### config.mk
export PLATFORM = sky130hd
export DESIGN_NAME = pulse_sequencer
export DESIGN_NICKNAME = d
export VERILOG_FILES = /design/src/rtl/pulse_sequencer.sv
export SDC_FILE = /design/constraint.sdc
export NUM_CORES = 1
export LEC_CHECK = 0
export ABC_AREA = 1
export BUFFER_PORTS_ARGS = -buffer_cell sky130_fd_sc_hd__buf_2
export CORE_ASPECT_RATIO = 0.5
export CORE_MARGIN = 4
export CORE_UTILIZATION = 35
export CTS_BUF_LIST = sky130_fd_sc_hd__clkbuf_8
export CTS_CLUSTER_SIZE = 12
export DETAILED_ROUTE_END_ITERATION = 12
export PLACE_DENSITY = 0.57
export SYNTH_ARGS = -nofsm -noshare
export SYNTH_HDL_FRONTEND = slang
export SYNTH_SLANG_ARGS = --single-unit
### constraint.sdc
create_clock -name sysclk -period 3.05 [get_ports sysclk]
set_clock_uncertainty 0.15 [all_clocks]
set_input_delay 0.1525 -clock sysclk [delete_from_list [all_inputs] [get_ports sysclk]]
set_output_delay 0.1525 -clock sysclk [all_outputs]
set_load 0.01 [all_outputs]
### src/rtl/pulse_sequencer.sv
// Two-requester round-robin pulse sequencer: weighted-length pulse on `out`, then enforced gap.
// Optional PULSE_REPEAT_EN: auto owner re-fires the same pattern without a new ack while it holds its request.
module pulse_sequencer #(
    parameter int unsigned W1        = 131,
    parameter int unsigned W2        = 120,
    parameter int unsigned W3        = 87,
    parameter int unsigned W4        = 54,
    parameter int unsigned GAP_TICKS = 16,
    parameter int unsigned CNT_W     = 10
) (
    input  logic       sysclk,
    input  logic       rst,
    input  logic       tick,
    input  logic       req_man,
    input  logic [3:0] pat_man,
    input  logic       req_auto,
    input  logic [3:0] pat_auto,
    output logic       ack_man,
    output logic       ack_auto,
    output logic       out,
    output logic [3:0] pat_latch,
    output logic       owner,
    output logic       busy,
    output logic       done
);

    typedef enum logic [1:0] {
        ST_IDLE  = 2'd0,
        ST_LOAD  = 2'd1,
        ST_PULSE = 2'd2,
        ST_GAP   = 2'd3
    } state_e;

    state_e             state_q, state_d;
    logic               out_q, out_d;
    logic               ack_man_q, ack_man_d;
    logic               ack_auto_q, ack_auto_d;
    logic               done_q, done_d;
    logic               owner_q, owner_d;
    logic               busy_q, busy_d;
    logic               rr_q, rr_d;
    logic [3:0]         pat_q, pat_d;
    logic [CNT_W-1:0]   total_q, total_d;
    logic [CNT_W-1:0]   count_q, count_d;
    logic               grant_en;
    logic               grant_auto;

    // Pulse length in ticks: sum of the weights of the set pattern bits.
    function automatic logic [CNT_W-1:0] pat_total(input logic [3:0] p);
        logic [CNT_W-1:0] s;
        s = '0;
        if (p[0]) s = s + CNT_W'(W1);
        if (p[1]) s = s + CNT_W'(W2);
        if (p[2]) s = s + CNT_W'(W3);
        if (p[3]) s = s + CNT_W'(W4);
        return s;
    endfunction

    always_ff @(posedge sysclk) begin
        if (rst) begin
            state_q    <= ST_IDLE;
            out_q      <= 1'b0;
            ack_man_q  <= 1'b0;
            ack_auto_q <= 1'b0;
            done_q     <= 1'b0;
            owner_q    <= 1'b0;
            busy_q     <= 1'b0;
            rr_q       <= 1'b0;
            pat_q      <= '0;
            total_q    <= '0;
            count_q    <= '0;
        end else begin
            state_q    <= state_d;
            out_q      <= out_d;
            ack_man_q  <= ack_man_d;
            ack_auto_q <= ack_auto_d;
            done_q     <= done_d;
            owner_q    <= owner_d;
            busy_q     <= busy_d;
            rr_q       <= rr_d;
            pat_q      <= pat_d;
            total_q    <= total_d;
            count_q    <= count_d;
        end
    end

    always_comb begin
        state_d    = state_q;
        out_d      = out_q;
        ack_man_d  = 1'b0;
        ack_auto_d = 1'b0;
        done_d     = 1'b0;
        owner_d    = owner_q;
        rr_d       = rr_q;
        pat_d      = pat_q;
        total_d    = total_q;
        count_d    = count_q;
        grant_en   = 1'b0;
        grant_auto = 1'b0;

        case (state_q)
            ST_IDLE: begin
                // rr_q names the winner only on contention; a lone request leaves it alone.
                if (req_man && req_auto) begin
                    grant_en   = 1'b1;
                    grant_auto = rr_q;
                    rr_d       = ~rr_q;
                end else if (req_man) begin
                    grant_en   = 1'b1;
                end else if (req_auto) begin
                    grant_en   = 1'b1;
                    grant_auto = 1'b1;
                end
                if (grant_en) begin
                    ack_man_d  = ~grant_auto;
                    ack_auto_d = grant_auto;
                    owner_d    = grant_auto;
                    pat_d      = grant_auto ? pat_auto : pat_man;
                    total_d    = pat_total(pat_d);
                    state_d    = ST_LOAD;
                end
            end
            ST_LOAD: begin
                count_d = '0;
                if (total_q == '0) begin
                    out_d   = 1'b0;
                    pat_d   = '0;
                    state_d = ST_IDLE;
                end else begin
                    out_d   = 1'b1;
                    state_d = ST_PULSE;
                end
            end
            ST_PULSE: begin
                if (tick) begin
                    if (count_q == total_q - CNT_W'(1)) begin
                        out_d   = 1'b0;
                        done_d  = 1'b1;
                        count_d = '0;
                        state_d = ST_GAP;
                    end else begin
                        count_d = count_q + CNT_W'(1);
                    end
                end
            end
            ST_GAP: begin
                out_d = 1'b0;
                if (tick) begin
                    if (count_q == CNT_W'(GAP_TICKS - 1)) begin
                        count_d = '0;
`ifdef PULSE_REPEAT_EN
                        if (owner_q && req_auto && !req_man) begin
                            state_d = ST_LOAD;
                        end else begin
                            pat_d   = '0;
                            state_d = ST_IDLE;
                        end
`else
                        pat_d   = '0;
                        state_d = ST_IDLE;
`endif
                    end else begin
                        count_d = count_q + CNT_W'(1);
                    end
                end
            end
            default: begin
                out_d   = 1'b0;
                state_d = ST_IDLE;
            end
        endcase

        busy_d = (state_d != ST_IDLE);
    end

    assign ack_man   = ack_man_q;
    assign ack_auto  = ack_auto_q;
    assign out       = out_q;
    assign pat_latch = pat_q;
    assign owner     = owner_q;
    assign busy      = busy_q;
    assign done      = done_q;

endmodule

# Word-level counts from Yosys, hierarchy flattened
# Cells that the tools add are included.
totals:
  ff_bits: 33
  inputBits: 13
  output_inout_bits: 10
  word_cells: 86
classes:
  add_sub_neg: 5
  eq_ne: 11
  n_mux: 40
  n_bitwise: 6
  n_reduce_logical: 13
ops:
  columns: ["cell", "n"]
  rows:
  - ["10-bit 2-to-1 mux", 13]
  - ["10-bit case mux with 3 select lines", 1]
  - ["10-bit by 7-bit adder with 10-bit output, second input constant", 2]
  - ["4-bit 2-to-1 mux", 5]
  - ["2-bit 2-to-1 mux", 6]
  - ["2-bit != test, second input constant", 6]
  - ["4-bit case mux with 3 select lines", 1]
  - ["1-bit 2-to-1 mux", 11]
  - ["10-bit by 1-bit adder with 10-bit output, second input constant", 1]
  - ["10-bit by 6-bit adder with 10-bit output, second input constant", 1]
  - ["10-bit == test", 1]
  - ["10-bit by 4-bit == test with 1-bit output, second input constant", 1]
  - ["10-bit logical NOT", 1]
  - ["10-bit by 1-bit subtractor with 10-bit output, second input constant", 1]
  - ["8-bit 2-to-1 mux", 1]
  - ["2-bit case mux with 4 select lines", 1]
  - ["1-bit NOT", 6]
  - ["3-bit AND reduction", 2]
  - ["3-bit nonzero test", 2]
  - ["3-bit OR reduction", 2]
  - ["5-bit AND reduction", 1]
  - ["2-bit == test, second input constant", 2]
  - ["2-bit AND reduction", 2]
  - ["1-bit case mux with 3 select lines", 1]
  - ["other kinds (4)", 4]

# Longest topological paths before layout
# Gate-level depths: netlist (run 1).
logic_depth:
  ltp_word: 18
  mapped_depth: 19
  depth_no_buf: 19

# Worst setup path after synthesis (run 1)
# Ideal clock, no wire load.
synth_path:
  kind: "register to register"
  start: "reg rr_q"
  end: "reg total_q[8]"
  setup_ns: 0.113
  arrival_time_ns: 2.001
  required_time_ns: 2.787
  setup_slack_ns: 0.786
  path_stages_with_launch: 17
  path_buffers: 0
  period_less_slack_ns: 2.264
  path_cell_list: "dfxtp_1 > inv_1 > nand2_1 > nand2_2 > o21ai_0 > ha_1 > inv_1 > nand2_1 > o21ai_0 > inv_1 > ha_1 > inv_1 > nor2_1 > nand2_1 > nor2_1 > o21ai_1 > inv_1"
synth_via:
  elab_chain_cells: 16
synth_rtl:
  columns: ["element", "line", "source"]
  rows:
  - ["from (decl)", "41", "logic rr_q, rr_d;"]
  - ["from (signal assigned)", "80", "rr_q <= rr_d;"]
  - ["1-bit 2-to-1 mux *", "104", "if (req_man && req_auto) begin"]
  - ["1-bit 2-to-1 mux *", "101", "case (state_q)"]
  - ["4-bit 2-to-1 mux *", "118", "pat_d = grant_auto ? pat_auto : pat_man;"]
  - ["8-bit 2-to-1 mux", "52", "if (p[0]) s = s + CNT_W'(W1);"]
  - ["10-bit 2-to-1 mux", "114", "if (grant_en) begin"]
  - ["10-bit 2-to-1 mux", "101", null]
  - ["10-bit by 7-bit adder with 10-bit output", "53", "if (p[1]) s = s + CNT_W'(W2);"]
  - ["10-bit 2-to-1 mux", "53", null]
  - ["10-bit 2-to-1 mux", "114", null]
  - ["10-bit 2-to-1 mux", "101", null]
  - ["10-bit by 7-bit adder with 10-bit output", "54", "if (p[2]) s = s + CNT_W'(W3);"]
  - ["10-bit 2-to-1 mux", "54", null]
  - ["10-bit 2-to-1 mux", "114", null]
  - ["10-bit 2-to-1 mux", "101", null]
  - ["10-bit by 6-bit adder with 10-bit output", "55", "if (p[3]) s = s + CNT_W'(W4);"]
  - ["10-bit 2-to-1 mux *", "55", null]
  - ["to (signal assigned)", "82", "total_q <= total_d;"]
  - ["to (decl)", "43", "logic [CNT_W-1:0] total_q, total_d;"]
# Every way passes the cells marked *; elsewhere a longest branch is shown, timed or not. The select of a mux whose other input is x is not followed.
# A chain may end at the register's enable or synchronous reset.

# Worst setup path after layout (run 1)
# Ends and elaborated chain as after synthesis.

==> results of run 1 <==
critical path, stage by stage (launching register included):
cell     delay [ns]
dfxtp_1        0.31
inv_1          0.06
nand2_1        0.07
nand2_2        0.14
o21ai_0        0.54
ha_1           0.36
inv_1          0.06
nand2_1        0.07
o21ai_0        0.09
inv_1          0.08
ha_1           0.21
inv_1          0.05
nor2_1         0.04
nand2_1        0.08
nor2_1         0.04
o21ai_1        0.12
inv_1          0.04
routing by layer:
| metal | global-route usage | routed length (µm) |
|---|---|---|
| met1 | 0.199 | 2650 |
| met2 | 0.213 | 2060 |
| met3 | 0.0304 | 220 |
| met4 | 0.0672 | 95 |
| met5 | 0 | 0 |
sequential cells by signal, indices dropped and copies added (netlist names):
name       cells
busy           1
done           1
ack_auto       1
ack_man        1
count_q       10
rr_q           1
owner          1
out            1
state_q        2
pat_latch      4
total_q       10
through the flow:
stage          hold WS [ns]  cells   util  area [µm²]  power (mW)
6_report             0.0333    436  0.422        2400        1.78
5_1_grt              0.0373    436  0.422        2400        1.97
4_1_cts              0.0261    436  0.422        2400        1.81
3_5_place_dp          0.309    428  0.407        2310        1.47
3_3_place_gp          0.303    428  0.407        2310        1.46
2_1_floorplan         0.182    337      -        2130        1.25
worst max path at each step:
stage / end / slack, ns
finish: total_q[8]$_SDFFE_PP0P_ / 0.45
CTS: total_q[8]$_SDFFE_PP0P_ / 0.45
detailed placement: total_q[8]$_SDFFE_PP0P_ / 0.47
floorplan: total_q[8]$_SDFFE_PP0P_ / 0.79
global placement: total_q[8]$_SDFFE_PP0P_ / 0.60
global route: total_q[8]$_SDFFE_PP0P_ / 0.12
layout make-up:
class                   instances  area, µm²
clock buffers                   5       68.8
clock inverters                 3       17.5
fillers                       596       3280
inverters                      52        195
multi-input cells             248       1260
flip-flops and latches         33        661
well taps                      73       91.3
repair buffers                 22        110
report_power, final:
| group | leakage (nW) | internal (mW) | switching, mW |
|---|---|---|---|
| Sequential | 0.270 | 0.521 | 0.0917 |
| Clock | 0.0439 | 0.157 | 0.170 |
| Combinational | 0.849 | 0.289 | 0.553 |
| Total | 1.16 | 0.968 | 0.815 |
synth_stat cells, types with 3 or more instances:
library cell	instances	area [µm²]
a21oi_1	28	140
nand3_1	12	60.1
inv_2	5	18.8
nand3_2	3	30.0
xor2_1	4	35.0
nand2_2	3	18.8
nor2_2	3	18.8
nand2_1	104	390
o221ai_1	3	26.3
clkbuf_1	3	11.3
ha_1	7	87.6
nor2_1	42	158
dfxtp_1	33	661
o21ai_0	10	50.1
o21ai_1	6	30.0
nand4_1	3	18.8
inv_1	46	173
logic make-up after synthesis:
family	after synthesis	synth area share
AOI/OAI and AO/OA	57	0.158
xor gates and xnor gates	5	0.0206
adders and majority gates	8	0.0506
buffers and inverters	56	0.0994
DFF	33	0.310
and+or+nand+nor	178	0.361
==> impl_metrics.json, run 1 <==
{
  "status": "finished clean",
  "avgSynthCellArea_um2": 6.32,
  "syn_nets": 358,
  "dp_hpwl_mm": 3.84,
  "cts_buffer_depth": 2,
  "finalNetCount": 383,
  "ioPinCount": 23,
  "dieArea_um2": 7470,
  "slew_headroom": 0.455,
  "hold_violations": 0,
  "pre_cts_slack_ns": 0.469,
  "r2r_cells": 16,
  "diodes": 0,
  "synth_area_um2": 2130,
  "gr-total-overflow": 0,
  "core_um2": 5680,
  "worst_slack_ns": 0.452,
  "hold_path_end": "rr_q$_SDFFE_PP0P_",
  "place_congestion": 0.846,
  "drtPass1Iterations": 4,
  "min_delay_path_depth": 3,
  "period_share": 0.852,
  "period_needed_ns": 2.60,
  "synth_cells": 337,
  "worstPathRequired_ns": 3.08,
  "postCtsHoldBufs": 0,
  "synth_edf_count": 0,
  "cts.sinks": 33,
  "worstHoldStart": "req_man",
  "post_cts_resize_count": 0,
  "power.leakage_nw": 1.16,
  "ir_drop_mv": 0.411,
  "route.detailed.drc": 0,
  "yosysUniqueCellTypes": 34,
  "crit_arrival_ns": 2.63,
  "crit_fanout": 10,
  "layout_common_cells": "nand2_1, inv_1, nor2_1",
  "synth_ff_type": "dfxtp_1",
  "yosysWarnings": 0,
  "post-cts-setup-buffers": 0,
  "cts-htree-levels": 2,
  "drive_gt1_frac": 0.140,
  "power_per_cell_area_nw_per_um2": 743,
  "port_buffers": 22,
  "cts_tree": "done",
  "min_path_type": "input pin to flop",
  "clk_pin_slew_ns": 0.07,
  "tightest_slew_ns": 0.817,
  "startpoint_type": "flop",
  "wl_per_cell_um": 11.5,
  "track_usage": 0.144,
  "die_y_um": 63.1,
  "grt_pass1_vias": 1901,
  "final_common_cell": "nand2_1",
  "crit_type": "flop to flop",
  "areaGrowthSynthToFinish_pct": 12.8,
  "cts_root_buf": "clkbuf_8",
  "fin_setup_tns_ns": 0,
  "ys_seq_area_frac": 0.310,
  "critPathLaunch": "rr_q$_SDFFE_PP0P_",
  "first_iter_violations": 85,
  "vias": 2048,
  "start_util": 0.375,
  "ys_seq_elements": 33,
  "antenna_found_initial": 0,
  "grt_pass1_wl_mm": 8.69,
  "rr_endpoint": "total_q[8]$_SDFFE_PP0P_",
  "r2r_slack_ns": 0.45,
  "ant_nets": 0,
  "rows": 19,
  "ys_async_sr_fraction": 0,
  "fmax_ghz": 0.385,
  "insertion_delay_ns": 0.29,
  "setup_viol": 0,
  "grt_max_degree": 21,
  "r2r_start": "rr_q$_SDFFE_PP0P_",
  "cts_buffers": 5,
  "maxCapViolCount": 0,
  "worstSetupEndpointType": "flop",
  "drv_slew": 0,
  "fp.dieW_um": 118,
  "postRouteWirelength_mm": 5.03,
  "via_per_inst": 4.70,
  "rsz0062_at_grt": "false"
}
(Power assumes the default switching activity.)
==> run 2: changes to the inputs <==
CORE_ASPECT_RATIO = 0.75   (was 0.5)
CORE_UTILIZATION = 61   (was 35)
PLACE_DENSITY = 0.87   (was 0.57)
TNS_END_PERCENT = 100   (was default)
==> impl_metrics.json, run 2 (synthesis gave the netlist of run 1 again) <==
{
  "status": "finished clean",
  "tightest_slew_ns": 0.827,
  "maxCapViolCount": 0,
  "postRouteWirelength_mm": 4.86,
  "post_cts_resize_count": 0,
  "fin_cells": 402,
  "fp.dieW_um": 76.2,
  "drive_gt1_frac": 0.138,
  "fin_area_um2": 2380,
  "hold_ws_ns": 0.0450,
  "via_per_inst": 5.26,
  "rows": 18,
  "wl_per_cell_um": 12.1,
  "worstSetupEndpointType": "flop",
  "track_usage": 0.227,
  "critical_path.endpoint": "total_q[8]$_SDFFE_PP0P_",
  "placedCellCount": 395,
  "ir_drop_mv": 0.721,
  "place_congestion": 0.977,
  "crit_fanout": 10,
  "r2r_slack_ns": 0.41,
  "diodes": 0,
  "power_per_cell_area_nw_per_um2": 785,
  "postCtsHoldBufs": 0,
  "start_util": 0.643,
  "power.leakage_nw": 1.17,
  "vias": 2113,
  "cts-htree-levels": 2,
  "ant_nets": 0,
  "grt_max_degree": 21,
  "grt_pass1_wl_mm": 8.22,
  "critPathLaunch": "rr_q$_SDFFE_PP0P_",
  "period_needed_ns": 2.64,
  "port_buffers": 22,
  "pre_cts_slack_ns": 0.485,
  "dieArea_um2": 4510,
  "dpl_cell_area_um2": 2270,
  "rsz0062_at_grt": "false",
  "areaGrowthSynthToFinish_pct": 11.6,
  "period_share": 0.864,
  "rr_endpoint": "total_q[8]$_SDFFE_PP0P_",
  "drtPass1Iterations": 5,
  "first_iter_violations": 171,
  "fin_setup_tns_ns": 0,
  "post-cts-setup-buffers": 0,
  "finalNetCount": 383,
  "setup_viol": 0,
  "slew_headroom": 0.449,
  "cts_buffers": 5,
  "grt_pass1_vias": 1857,
  "fillers": 266,
  "r2r_start": "rr_q$_SDFFE_PP0P_",
  "startpoint_type": "flop",
  "crit_arrival_ns": 2.67,
  "cts_root_buf": "clkbuf_8",
  "insertion_delay_ns": 0.28,
  "worstPathRequired_ns": 3.08,
  "crit_type": "flop to flop",
  "die_y_um": 59.2,
  "min_path_type": "input pin to flop",
  "core_um2": 3310,
  "final_common_cell": "nand2_1",
  "finalPower_mw": 1.87,
  "gr-total-overflow": 0,
  "finish.utilization": 0.718,
  "route.detailed.drc": 0,
  "ioPinCount": 23,
  "cts_tree": "done",
  "worst_slack_ns": 0.415,
  "clk_pin_slew_ns": 0.06,
  "dp_hpwl_mm": 3.67,
  "r2r_cells": 16,
  "cts.sinks": 33,
  "hold_violations": 0,
  "drv_slew": 0,
  "layout_common_cells": "nand2_1, inv_1, nor2_1",
  "fmax_ghz": 0.379,
  "antenna_found_initial": 0,
  "cts_buffer_depth": 2
}
-- run 2: changes by cell type in the layout (fill, tap and decap cells not counted), sizes merged --
cell      previous run  this run
clkinvlp             1         0
bufinv               0         1
clkinv               3         2
-- run 2: metal layers --
metal | vias up | part of all wire | track usage
met1 | 922 | 0.50 | 0.316
met3 | 9 | 0.066 | 0.0532
met4 | 0 | 0.0099 | 0.0698
li1 | 1113 | - | -
met5 | - | 0 | 0
met2 | 69 | 0.42 | 0.351
-- run 2: final cells by class --
type | count | area (µm²) | share of cell area
sequential | 33 | 661 | 0.278
multi-input combinational | 248 | 1260 | 0.529
inverter | 52 | 195 | 0.0821
clock inverter | 2 | 35.0 | 0.0147
timing repair buffer | 22 | 110 | 0.0463
clock buffer | 5 | 68.8 | 0.0290
tap | 40 | 50.0 | 0.0211
-- run 2: worst min-delay path by stage --
stage                                          from                   endpoint  slack (ns)  cells after the start
after global routing                        req_man          rr_q$_SDFFE_PP0P_        0.05                      3
after floorplan                             req_man          rr_q$_SDFFE_PP0P_        0.18                      2
after global placement    pat_latch[2]$_SDFFE_PP0P_  pat_latch[2]$_SDFFE_PP0P_        0.30                      2
after CTS                                   req_man          rr_q$_SDFFE_PP0P_        0.04                      3
after detailed placement  pat_latch[3]$_SDFFE_PP0P_  pat_latch[3]$_SDFFE_PP0P_        0.30                      2
final                                       req_man          rr_q$_SDFFE_PP0P_        0.05                      3
-- run 2: power by group --
| part | internal, mW | switching, mW |
|---|---|---|
| registers | 0.521 | 0.0878 |
| logic | 0.290 | 0.571 |
| clock network | 0.237 | 0.159 |
-- run 2: worst max-delay path: stages, from the launching register on --
cell and delay, ns:
dfxtp_1 0.31, inv_1 0.06, nand2_1 0.07, nand2_2 0.14
o21ai_0 0.54, ha_1 0.37, inv_1 0.07, nand2_1 0.08
o21ai_0 0.10, inv_1 0.08, ha_1 0.19, inv_1 0.05
nor2_1 0.04, nand2_1 0.08, nor2_1 0.04, o21ai_1 0.12
inv_1 0.04
==> run 3: changes to the inputs <==
CORE_ASPECT_RATIO = default   (was 0.75)
==> impl_metrics.json, run 3 (synthesis gave the netlist of run 1 again) <==
{
  "pwr-share-seq": 0.333,
  "track_usage": 0.245,
  "grt_pass1_vias": 1902,
  "route.detailed.drc": 0,
  "crit_type": "flop to flop",
  "dieArea_um2": 4500,
  "fp.dieW_um": 67.1,
  "first_iter_violations": 159,
  "fin_setup_tns_ns": 0,
  "cts_buffer_depth": 2,
  "swShare": 0.442,
  "path_cells": "inv_1, nand2_1, nand2_2, o21ai_2, inv_1, ha_1, inv_1, nand2_1, o21ai_0, inv_1, ha_1, inv_1, nor2_1, nand2_1, nand2_1, nand2_1, o21ai_1, inv_1",
  "diodes": 0,
  "crit_fanout": 10,
  "drtPass1Iterations": 5,
  "cts_root_buf": "clkbuf_8",
  "place_congestion": 0.914,
  "slowest_stage": "dfxtp_1",
  "grt_pass1_wl_mm": 8.34,
  "internal_power_mw": 1.02,
  "slew_headroom": 0.469,
  "crit_top_cell": "inv_1",
  "period_share": 0.786,
  "areaGrowthSynthToFinish_pct": 12.2,
  "hold_violations": 0,
  "worstSetupEndpointType": "flop",
  "die_y_um": 67.1,
  "power.leakage_nw": 1.18,
  "ioPinCount": 23,
  "finalPower_mw": 1.82,
  "drv_slew": 0,
  "port_buffers": 22,
  "power.switching_mw": 0.806,
  "post_cts_resize_count": 0,
  "postRouteWirelength_mm": 4.68,
  "combinationalPowerShare": 0.467,
  "status": "finished clean",
  "setup_viol": 0,
  "clk_pin_slew_ns": 0.06,
  "cts_buffers": 5,
  "crit_arrival_ns": 2.43,
  "startpoint_type": "flop",
  "cts_tree": "done",
  "ant_nets": 0,
  "period_needed_ns": 2.40,
  "layout_common_cells": "nand2_1, inv_1, nor2_1",
  "path_buf_inv": 6,
  "grt_max_degree": 21,
  "clockPowerShare": 0.200,
  "post-cts-setup-buffers": 0,
  "via_per_inst": 5.10,
  "cts-htree-levels": 2,
  "dp_hpwl_mm": 3.59,
  "wl_per_cell_um": 11.4,
  "cts.sinks": 33,
  "critical-path-top-delay-family": "simple AND/OR/NAND/NOR gates",
  "crit_path_max_incr_delay_ns": 0.31,
  "antenna_found_initial": 0,
  "tightest_slew_ns": 0.796,
  "power_per_cell_area_nw_per_um2": 763,
  "drive_gt1_frac": 0.143,
  "rows": 21,
  "vias": 2089,
  "rsz0062_at_grt": "false",
  "final_common_cell": "nand2_1",
  "gr-total-overflow": 0,
  "finalNetCount": 384,
  "maxCapViolCount": 0,
  "insertion_delay_ns": 0.29,
  "min_path_type": "input pin to flop",
  "worstPathRequired_ns": 3.09,
  "postCtsHoldBufs": 0,
  "fmax_ghz": 0.417,
  "start_util": 0.633,
  "core_um2": 3360,
  "ir_drop_mv": 0.522
}
[run 3: area by class of cell]
cell class,instances,area (µm²)
fillers,309,975
clock inverters,1,5.00
multi-input cells,248,1260
well taps,46,57.6
flip-flops and latches,33,661
inverters,52,195
repair buffers,23,118
clock buffers,7,96.3
[run 3: path summary, 6_finish.rpt]
path                             start                   endpoint  slack (ns)  cells after the start
min reg2reg  pat_latch[3]$_SDFFE_PP0P_  pat_latch[3]$_SDFFE_PP0P_        0.31                      2
max reg2reg          rr_q$_SDFFE_PP0P_    total_q[8]$_SDFFE_PP0P_        0.65                     18
max                  rr_q$_SDFFE_PP0P_    total_q[8]$_SDFFE_PP0P_        0.65                     18
min                            req_man          rr_q$_SDFFE_PP0P_        0.02                      3
[run 3: power groups by stage]
stage	Sequential, mW	Combinational [mW]	Clock [mW]
2_1_floorplan	0.603	0.651	0
3_3_place_gp	0.613	0.823	0
3_5_place_dp	0.615	0.842	0
4_1_cts	0.606	0.849	0.371
5_1_grt	0.621	0.992	0.382
6_report	0.607	0.850	0.365
[run 3: per-stage QoR]
| step | utilization | setup slack [ns] | instances | hold slack, ns | instance area, µm² |
|---|---|---|---|---|---|
| after floorplan | - | 0.786 | 337 | 0.182 | 2130 |
| after global placement | 0.680 | 0.766 | 402 | 0.303 | 2290 |
| after detailed placement | 0.680 | 0.656 | 402 | 0.304 | 2290 |
| after CTS | 0.710 | 0.646 | 410 | 0.0149 | 2390 |
| after global routing | 0.710 | 0.349 | 410 | 0.0327 | 2390 |
| final | 0.710 | 0.653 | 410 | 0.0200 | 2390 |
[run 3: tightest hold or removal path, delay by kind of cell]
| kind | cells | cell delay [ns] |
|---|---|---|
| simple gates | 1 | 0.09 |
| compound gates | 1 | 0.06 |
| buf+inv | 1 | 0.11 |
[run 3: routing by layer]
metal / global-route usage / routed length [µm] / share of wire
met1: 0.304 / 2190 / 0.47
met2: 0.406 / 2190 / 0.47
met3: 0.0455 / 195 / 0.042
met4: 0.111 / 106 / 0.023
met5: 0 / 0 / 0
